==> src/rtl/dsp_sample_fifo.sv <==
// Channel-tagged sample FIFO with first-word fall-through: a push into an empty FIFO is visible at the head after that edge.
// Backpressure: pktInReady_o = !full and never depends on pop; writes that are rejected or carry a bad channel are counted.
module dsp_sample_fifo #(
   parameter int PKT_WIDTH = 16,
   parameter int DEPTH     = 8,
   parameter int NUM_CH    = 2,
   parameter int CHG_MODE  = 1,
   localparam int CH_W     = (NUM_CH > 1) ? $clog2(NUM_CH) : 1,
   localparam int LVL_W    = $clog2(DEPTH) + 1
) (
   input  logic                 clkDSP_i,
   input  logic                 rstDSP_n_i,
   input  logic [PKT_WIDTH-1:0] pktIn_i,
   input  logic [CH_W-1:0]      chIn_i,
   input  logic                 pktInValid_i,
   output logic                 pktInReady_o,
   output logic [PKT_WIDTH-1:0] pktDSP_o,
   output logic [CH_W-1:0]      chDSP_o,
   output logic                 pktValidDSP_o,
   input  logic                 pktReadyDSP_i,
   output logic                 pktChangedDSP_o,
   input  logic                 flush_i,
   input  logic                 clrOvf_i,
   output logic [LVL_W-1:0]     level_o,
   output logic                 ovfSticky_o,
   output logic [7:0]           dropCnt_o
);

   localparam int PTR_W = $clog2(DEPTH);

   logic [PKT_WIDTH-1:0] memPkt [DEPTH];
   logic [CH_W-1:0]      memCh  [DEPTH];
   logic [PKT_WIDTH-1:0] lastPkt [NUM_CH];

   logic [PTR_W-1:0] wrPtr, rdPtr;
   logic [LVL_W-1:0] level;
   logic             ovf;
   logic [7:0]       dropCnt;
   logic             full, empty, chOk, doPush, doPop, rejFull, dropInc;

   assign full    = (level == LVL_W'(DEPTH));
   assign empty   = (level == '0);
   assign chOk    = (32'(chIn_i) < NUM_CH);
   assign doPush  = pktInValid_i && !full && chOk && !flush_i;
   assign doPop   = !empty && pktReadyDSP_i && !flush_i;
   assign rejFull = pktInValid_i && full;
   // a bad-channel write that also hits a full FIFO is counted once
   assign dropInc = pktInValid_i && (full || !chOk);

   always_ff @(posedge clkDSP_i or negedge rstDSP_n_i) begin
      if (!rstDSP_n_i) begin
         wrPtr   <= '0;
         rdPtr   <= '0;
         level   <= '0;
         ovf     <= 1'b0;
         dropCnt <= '0;
         for (int c = 0; c < NUM_CH; c++) lastPkt[c] <= '0;
      end else begin
         if (flush_i) begin
            wrPtr <= '0;
            rdPtr <= '0;
            level <= '0;
         end else begin
            if (doPush) wrPtr <= wrPtr + PTR_W'(1);
            if (doPop) begin
               rdPtr            <= rdPtr + PTR_W'(1);
               lastPkt[chDSP_o] <= pktDSP_o;
            end
            unique case ({doPush, doPop})
               2'b10:   level <= level + LVL_W'(1);
               2'b01:   level <= level - LVL_W'(1);
               default: level <= level;
            endcase
         end

         // a rejected write in the same cycle as a clear wins
         if (rejFull)       ovf <= 1'b1;
         else if (clrOvf_i) ovf <= 1'b0;

         if (clrOvf_i)                        dropCnt <= {7'd0, dropInc};
         else if (dropInc && dropCnt != 8'hFF) dropCnt <= dropCnt + 8'd1;
      end
   end

   always_ff @(posedge clkDSP_i) begin
      if (doPush) begin
         memPkt[wrPtr] <= pktIn_i;
         memCh[wrPtr]  <= chIn_i;
      end
   end

   assign pktDSP_o        = memPkt[rdPtr];
   assign chDSP_o         = memCh[rdPtr];
   assign pktValidDSP_o   = !empty;
   assign pktInReady_o    = !full;
   assign level_o         = level;
   assign ovfSticky_o     = ovf;
   assign dropCnt_o       = dropCnt;
   assign pktChangedDSP_o = pktValidDSP_o && ((CHG_MODE == 0) || (pktDSP_o != lastPkt[chDSP_o]));

endmodule

==> config.mk <==
export PLATFORM = sky130hd
export DESIGN_NAME = dsp_sample_fifo
export DESIGN_NICKNAME = d
export VERILOG_FILES = /design/src/rtl/dsp_sample_fifo.sv
export SDC_FILE = /design/constraint.sdc
export NUM_CORES = 1
export LEC_CHECK = 0
export BUFFER_PORTS_ARGS = -buffer_cell sky130_fd_sc_hd__buf_2
export CAP_MARGIN = 20
export CORE_MARGIN = 2
export CORE_UTILIZATION = 56
export DETAILED_ROUTE_END_ITERATION = 16
export GPL_ROUTABILITY_DRIVEN = 0
export PLACE_DENSITY = 0.75
export SLEW_MARGIN = 20
export SYNTH_ARGS = -nofsm -noshare
export SYNTH_HDL_FRONTEND = slang
export SYNTH_SLANG_ARGS = --single-unit
==> constraint.sdc <==
create_clock -name clkDSP_i -period 3.9 [get_ports clkDSP_i]
set_input_delay 0.78 -clock clkDSP_i [delete_from_list [all_inputs] [get_ports clkDSP_i]]
set_output_delay 0.78 -clock clkDSP_i [all_outputs]
set_load 0.05 [all_outputs]
==> results of run 1 <==
==> sequential cells by signal, summed over array words and instances (netlist names) <==
name and flops:
memPkt 128, memCh 8, wrPtr 3, ovfSticky_o 1, level_o 4, lastPkt 32
rdPtr 3, dropCnt_o 8
==> area by class of cell <==
cell class,count,area [µm²]
tap,176,220
sequential,187,5360
timing repair buffer,88,571
inverter,19,71.3
clock inverter,14,125
multi-input combinational,246,2200
fill,919,4310
clock buffer,18,429
==> power by group through the flow <==
stage / Combinational (mW) / Clock (mW) / Sequential, mW
floorplan: 1.43 / 0 / 2.59
global placement: 1.87 / 0 / 2.54
detailed placement: 1.91 / 0 / 2.56
CTS: 1.92 / 1.63 / 2.51
global route: 2.28 / 1.71 / 2.55
finish: 2.11 / 1.60 / 2.52
==> cell usage after synthesis (all sizes together) <==
cell	n
a21oi	6
a31oi	1
and2	1
and3	1
buf	13
clkbuf	9
dfrtp	51
edfxtp	136
ha	5
inv	19
mux2i	38
mux4	34
nand2	45
nand2b	2
nand3	5
nand4	5
nor2	27
nor3	3
nor4	2
o21ai	35
o31a	1
o32ai	1
o41ai	1
or2	1
or3	3
or4	1
xnor2	18
xor2	10
==> logic make-up (layout without fill, tap and decap cells) <==
group	after synthesis	in the layout
DFF	187	187
and+or+nand+nor	96	96
buffers and inverters	41	139
xor gates and xnor gates	28	28
muxes	72	72
AOI/OAI and AO/OA	45	45
adders and majority gates	5	5
==> what timing repair did <==
item                                    4_1_cts  5_1_grt
endpoints found under the hold margin         0        0
hold buffers                                  0        0
buffers inserted                              0       10
endpoints found under the setup margin        0        1
resized for setup                             0       28
==> path summary, 6_finish.rpt <==
path / from / to / slack [ns] / cells after the start
worst min-delay path: rstDSP_n_i / dropCnt_o[2] / 0.36 / 1
max in group asynchronous: rstDSP_n_i / rdPtr[1] / 2.74 / 2
worst max-delay path: rdPtr[0] / pktChangedDSP_o / 0.1 / 9
worst min register to register: lastPkt[11] / lastPkt[11] / 0.48 / 2
worst max register to register: level_o[1] / level_o[3] / 1.09 / 9
min in group clkDSP_i: lastPkt[11] / lastPkt[11] / 0.48 / 2
==> worst reg2reg max path, stage by stage, from the launching register on <==
cell,delay (ns)
dfrtp_1,0.46
or4_1,0.70
nand2_1,0.25
nor2_1,0.15
and2_1,0.21
ha_1,0.31
a21oi_1,0.17
mux2i_1,0.22
xor2_1,0.17
nor2_1,0.05
==> layer usage <==
metal,part of all wire [%],up-vias
met5,0.10,-
met1,41,2159
met2,50,141
met3,7.0,30
met4,2.1,2
li1,-,1938
==> metrics.log, run 1 <==
INFO  metric finalPower = 6.23 mW
INFO  metric insertion_delay = 0.43 ns
INFO  metric synth.largest_area_cell = edfxtp_1
INFO  metric most-common-layout-cells = 136 x edfxtp_1, 54 x buf_2, 49 x dfrtp_1
INFO  metric postSynthNetCount = 502
INFO  metric power_per_cell_area = 694 nW/µm²
INFO  metric hold_path_class = primary input to async pin
INFO  metric die_height = 121 µm
INFO  metric comb_power_share = 33.9%
INFO  metric rows = 42
INFO  metric synth_xor_area_share = 3.20%
INFO  metric synth_cell_type_count = 32
INFO  metric clk_transition_reported_paths = 0.06 ns
INFO  metric port_buffers = 55
INFO  metric final_non_filler_cell_total = 748
INFO  metric diodes = 0
INFO  metric grt_max_degree = 33
INFO  metric dp.final_hpwl = 9.72 mm
INFO  metric number_of_remaining_drc_errors = 0
INFO  metric dpl.cell_count = 704
INFO  metric route.final.wire_length = 15.3 mm
INFO  metric relSlewSlack = 33.0%
INFO  metric timing.final.crit_share = 97.4%
INFO  metric synthMuxAreaShare = 15.0%
INFO  metric first_pass_grt_wire_length = 23.8 mm
INFO  metric crit_chain = mux4_2 -> mux2i_4 -> buf_4 -> buf_6 -> mux2i_2 -> xnor2_1 -> nand4_1 -> o31a_1 -> buf_6
INFO  metric netSwitchingFraction = 34.4%
INFO  metric final.hold.worst_slack = 0.357 ns
INFO  metric num_io_pins = 56
INFO  metric grt_pass1_vias = 4,315
INFO  metric grt_most_used_layer = met2
INFO  metric status = complete, no violations
INFO  metric synth_top_family_by_area = multiplexers
INFO  metric post_route_cells_drive_above_1_share = 30.4%
INFO  metric max_slew.worst_pin.slew = 1.00 ns
INFO  metric die_w = 121 µm
INFO  metric route.vias.total = 4,270
INFO  metric syn-instance-count = 474
INFO  metric postSynthRegisterBits = 187
INFO  metric route.detailed.wl_per_inst = 20.5 µm
INFO  metric postLayoutSetupSlackWorst = 0.0998 ns
INFO  metric core_area = 13,300 µm²
INFO  metric power_frac_clock = 25.6%
INFO  metric cp.arrival = 3.02 ns
INFO  metric yosysWarnings = 0
INFO  metric dr.first_iter.drc_count = 327
INFO  metric setup.worst_path.start_class = flop
INFO  metric switchingPower = 2.14 mW
INFO  metric sequentialPowerShare = 40.4%
INFO  metric gr-usage-all-layers = 22.4%
INFO  metric maximum_buffer_depth_of_the_clock_tree = 2
INFO  metric post_drt_via_cell_ratio = 5.71
INFO  metric globalRouteMet2Util = 35.6%
INFO  metric maxCapViolCount = 0
INFO  metric remaining_global_route_overflow = 0
INFO  metric cellLeakagePower = 3.38 nW
INFO  metric pre_cts_ws = 0.490 ns
INFO  metric final_core_util = 67.6%
INFO  metric final_antenna_net_count = 0
INFO  metric post_synth_and_or_nand_nor_area_fraction = 5.37%
INFO  metric timing.critical_path.required = 3.12 ns
INFO  metric final.setup_skew = 0.00887 ns
INFO  metric worst-setup-path-type = flop to primary output
INFO  metric cts_root_buffer = clkbuf_16
INFO  metric period_minus_slack = 3.80 ns
INFO  metric yosys.area.top_type_share = 53.3%
INFO  metric area_growth = 17.2%
INFO  metric critical-path-top-cell-by-count = buf_6
INFO  metric post_synthesis_area_per_instance = 16.2 µm²
INFO  metric complex_gate_fraction_of_the_synthesized_area = 3.10%
INFO  metric delay_contributed_by_the_slowest_stage_of_the_critical_path = 0.54 ns
INFO  metric cts_buffers = 17
INFO  metric final-max-slew-violation-count = 0
INFO  metric critPathCaptureType = primary output
INFO  metric vdd.ir_drop.worst = 0.410 mV
INFO  metric cts_htree_levels = 4
INFO  metric final_common_cell = edfxtp_1
INFO  metric final_hold_viol_count = 0
INFO  metric critical_path.top_delay_family = multiplexers
INFO  metric floorplan.initialDensity = 57.6%
INFO  metric crit_path_slowest_cell = mux4_2
INFO  metric final_cell_area = 8980 µm²
INFO  metric final_setup_vio_count = 0
INFO  metric critical_path_buf_inv_count = 3
INFO  metric firstDrtPassIters = 5
INFO  metric grt_use_met1 = 30.2%
INFO  metric area_after_dpl = 8220 µm²
INFO  metric finalSetupTns = 0 ns
INFO  metric cts.sink_count = 187
INFO  metric crit_fanout = 8
INFO  metric synth_sequential_area_ratio = 70.0%
INFO  metric cts_tree = done
INFO  metric synth_fa_ha_area_share = 0.817%
INFO  metric int_power = 4.09 mW
INFO  metric grt_antenna_before_repair = 1
INFO  metric timing.fmax = 0.263 GHz
INFO  metric dieArea = 14,600 µm²
INFO  metric post_synthesis_instance_area = 7660 µm²
INFO  metric gr-usage-met3 = 6.58%
INFO  metric finalNetCount = 587
INFO  metric synth.top_cells.by_area = edfxtp_1 53%, dfrtp_1 17%, mux4_2 10%
No activity file was read; power rests on OpenSTA's default activity.
==> inputs of run 2 (changes only) <==
--- a/config.mk
+++ b/config.mk
@@ -5,8 +5,10 @@
 export SDC_FILE = /design/constraint.sdc
 export NUM_CORES = 1
 export LEC_CHECK = 0
+export ABC_AREA = 1
 export BUFFER_PORTS_ARGS = -buffer_cell sky130_fd_sc_hd__buf_2
 export CAP_MARGIN = 20
+export CORE_ASPECT_RATIO = 0.7
 export CORE_MARGIN = 2
 export CORE_UTILIZATION = 56
 export DETAILED_ROUTE_END_ITERATION = 16
==> metrics.log, run 2 <==
INFO  metric final_antenna_net_count = 0
INFO  metric post_synthesis_instance_area = 8380 µm²
INFO  metric sequentialPowerShare = 38.0%
INFO  metric final_hold_viol_count = 0
INFO  metric netSwitchingFraction = 39.5%
INFO  metric number_of_remaining_drc_errors = 0
INFO  metric synth.largest_area_cell = edfxtp_1
INFO  metric postCtsSetupRepairBufs = 0
INFO  metric hold_path_class = primary input to async pin
INFO  metric r2r.worst_path.cells = 11
INFO  metric final.fill_count = 1,132
INFO  metric leading_registers_by_flop_count = memPkt: 128 flops, lastPkt: 32 flops
INFO  metric remaining_global_route_overflow = 0
INFO  metric yosysWarnings = 0
INFO  metric final_core_util = 64.5%
INFO  metric crit_fanout = 33
INFO  metric cts_root_buffer = clkbuf_16
INFO  metric cellLeakagePower = 4.14 nW
INFO  metric synth_edf_count = 136
INFO  metric dr.first_iter.drc_count = 710
INFO  metric first_pass_grt_wire_length = 29.6 mm
INFO  metric worst-setup-path-type = flop to primary output
INFO  metric rows = 37
INFO  metric insertion_delay = 0.42 ns
INFO  metric switchingPower = 2.60 mW
INFO  metric postSynthRegisterBits = 187
INFO  metric gr-usage-all-layers = 24.3%
INFO  metric most-common-layout-cells = 341 x nand2_1, 136 x edfxtp_1, 108 x nand3_1
INFO  metric synth_ff_type = edfxtp_1
INFO  metric area_growth = 12.9%
INFO  metric critical_path.reg2reg.startpoint = rdPtr[0]
INFO  metric maximum_buffer_depth_of_the_clock_tree = 2
INFO  metric grt_pass1_vias = 5,789
INFO  metric max_flop_register = memPkt
INFO  metric die_w = 150 µm
INFO  metric gr-usage-met3 = 3.95%
INFO  metric syn-instance-count = 867
INFO  metric die_height = 106 µm
INFO  metric grt_max_degree = 67
INFO  metric dieArea = 16,000 µm²
INFO  metric cts.sink_count = 187
INFO  metric finalPower = 6.59 mW
INFO  metric vdd.ir_drop.worst = 0.427 mV
INFO  metric route.vias.total = 6,133
INFO  metric int_power = 3.99 mW
INFO  metric power_frac_clock = 25.7%
INFO  metric clk_transition_reported_paths = 0.07 ns
INFO  metric final_setup_vio_count = 0
INFO  metric synth.top_cells.by_area = edfxtp_1 49%, nand2_1 15%, dfrtp_1 15%
INFO  metric commonest_cells_in_the_netlist = 341 x nand2_1, 136 x edfxtp_1, 108 x nand3_1
INFO  metric comb_power_share = 36.3%
INFO  metric yosys.area.top_type_share = 48.7%
INFO  metric cts_buffers = 17
INFO  metric diodes = 0
INFO  metric timing.fmax = 0.276 GHz
INFO  metric largest_register_ff_count = 128
INFO  metric route.final.wire_length = 18.9 mm
INFO  metric rrSetupSlack = 1.62 ns
INFO  metric post_cts_resized = 0
INFO  metric globalRouteMet2Util = 38.2%
INFO  metric setup.worst_path.start_class = flop
INFO  metric firstDrtPassIters = 7
INFO  metric port_buffers = 55
INFO  metric num_io_pins = 56
INFO  metric synth_cell_type_count = 28
INFO  metric relSlewSlack = 53.9%
INFO  metric finalNetCount = 954
INFO  metric critPathCaptureType = primary output
INFO  metric post_route_cells_drive_above_1_share = 15.1%
INFO  metric core_area = 14,700 µm²
INFO  metric grt_most_used_layer = met2
INFO  metric cts_htree_levels = 4
INFO  metric status = complete, no violations
INFO  metric grt_use_met1 = 35.8%
INFO  metric synth_sequential_area_ratio = 63.9%
INFO  metric period_minus_slack = 3.62 ns
INFO  metric timing.final.crit_share = 92.8%
INFO  metric final.hold.worst_slack = 0.389 ns
INFO  metric post_drt_via_cell_ratio = 5.41
INFO  metric cts_tree = done
INFO  metric rsz_0062_raised_after_global_routing = no
INFO  metric post_synthesis_area_per_instance = 9.67 µm²
INFO  metric postSynthNetCount = 895
INFO  metric final_common_cell = nand2_1
INFO  metric grt_antenna_before_repair = 0
INFO  metric worst_r2r_endpoint = lastPkt[20]
INFO  metric cp.arrival = 2.84 ns
INFO  metric floorplan.initialDensity = 57.1%
INFO  metric final-max-slew-violation-count = 0
INFO  metric cts-hold-fix-buffers = 0
INFO  metric yosysMostFrequentCell = nand2_1
INFO  metric finalSetupTns = 0 ns
INFO  metric postSynth.asyncResetShare = 27.3%
INFO  metric max_slew.worst_pin.slew = 0.691 ns
INFO  metric maxCapViolCount = 0
INFO  metric dp.final_hpwl = 11.6 mm
INFO  metric power_per_cell_area = 696 nW/µm²
INFO  metric route.detailed.wl_per_inst = 16.7 µm
INFO  metric final.setup_skew = 0.0105 ns
INFO  metric timing.critical_path.required = 3.12 ns
[run 2: cell types whose count changed in the layout (fill, tap and decap cells not counted), sizes merged, moves of 11 or more]
cell | before | now
buf | 87 | 73
inv | 20 | 81
mux2i | 38 | 0
mux4 | 34 | 0
nand2 | 45 | 352
nand3 | 5 | 110
o21ai | 35 | 46
xnor2 | 18 | 0
[run 2: metrics by stage]
stage	cells	instance area (µm²)	setup slack, ns
floorplan	867	8380	0.749
global placement	1101	8840	0.703
detailed placement	1101	8840	0.641
CTS	1133	9430	0.172
global route	1134	9460	0.0111
finish	1134	9460	0.282
[run 2: kinds of logic after synthesis]
| kind of cell | Yosys count | synth area share [%] |
|---|---|---|
| AND/OR/NAND/NOR | 502 | 25.2 |
| adder cells (fa/ha/maj) | 5 | 0.746 |
| flip-flops | 187 | 63.9 |
| AO/OA/AOI/OAI | 59 | 3.64 |
| XOR/XNOR | 2 | 0.209 |
| buffers and inverters | 112 | 6.24 |
[run 2: power by group through the flow]
| stage | clock network (mW) | logic (mW) | registers, mW |
|---|---|---|---|
| after CTS | 1.70 | 2.35 | 2.50 |
| final | 1.69 | 2.39 | 2.50 |
| after global routing | 1.77 | 2.67 | 2.53 |
| after floorplan | 0 | 1.79 | 2.56 |
| after detailed placement | 0 | 2.33 | 2.54 |
| after global placement | 0 | 2.28 | 2.53 |
[run 2: worst max-delay path by stage]
stage / slack (ns) / end / cells after the start / start
floorplan: 0.75 / pktChangedDSP_o / 16 / rdPtr[0]
global placement: 0.70 / pktChangedDSP_o / 16 / rdPtr[0]
detailed placement: 0.64 / pktChangedDSP_o / 16 / rdPtr[0]
CTS: 0.17 / pktChangedDSP_o / 14 / rdPtr[0]
global route: 0.01 / pktChangedDSP_o / 16 / rdPtr[0]
finish: 0.28 / pktChangedDSP_o / 15 / rdPtr[0]
[run 2: routing by layer]
metal	part of all wire (%)	routed length (µm)
met4	0.86	163
met3	6.8	1290
met5	0	0
met1	46	8630
met2	47	8850
[run 2: area by class of cell]
class	count	area (µm²)	share of cell area, %
clock buffers	25	538	5.69
inverters	78	293	3.09
repair buffers	74	448	4.73
well taps	195	244	2.58
multi-input cells	568	2530	26.7
clock inverters	7	50.0	0.529
flip-flops and latches	187	5360	56.7
[run 2: critical path, stage by stage (launching register included)]
cell      delay, ns
dfrtp_4        0.63
inv_2          0.23
buf_12         0.22
nand2_1        0.07
nand3_1        0.07
nand2_1        0.07
nand2_2        0.07
nand2_4        0.07
nand3b_1       0.16
nand2_1        0.10
nand2_1        0.08
nor2_1         0.16
nand2_1        0.08
nor2_1         0.13
nor2_1         0.05
buf_2          0.20
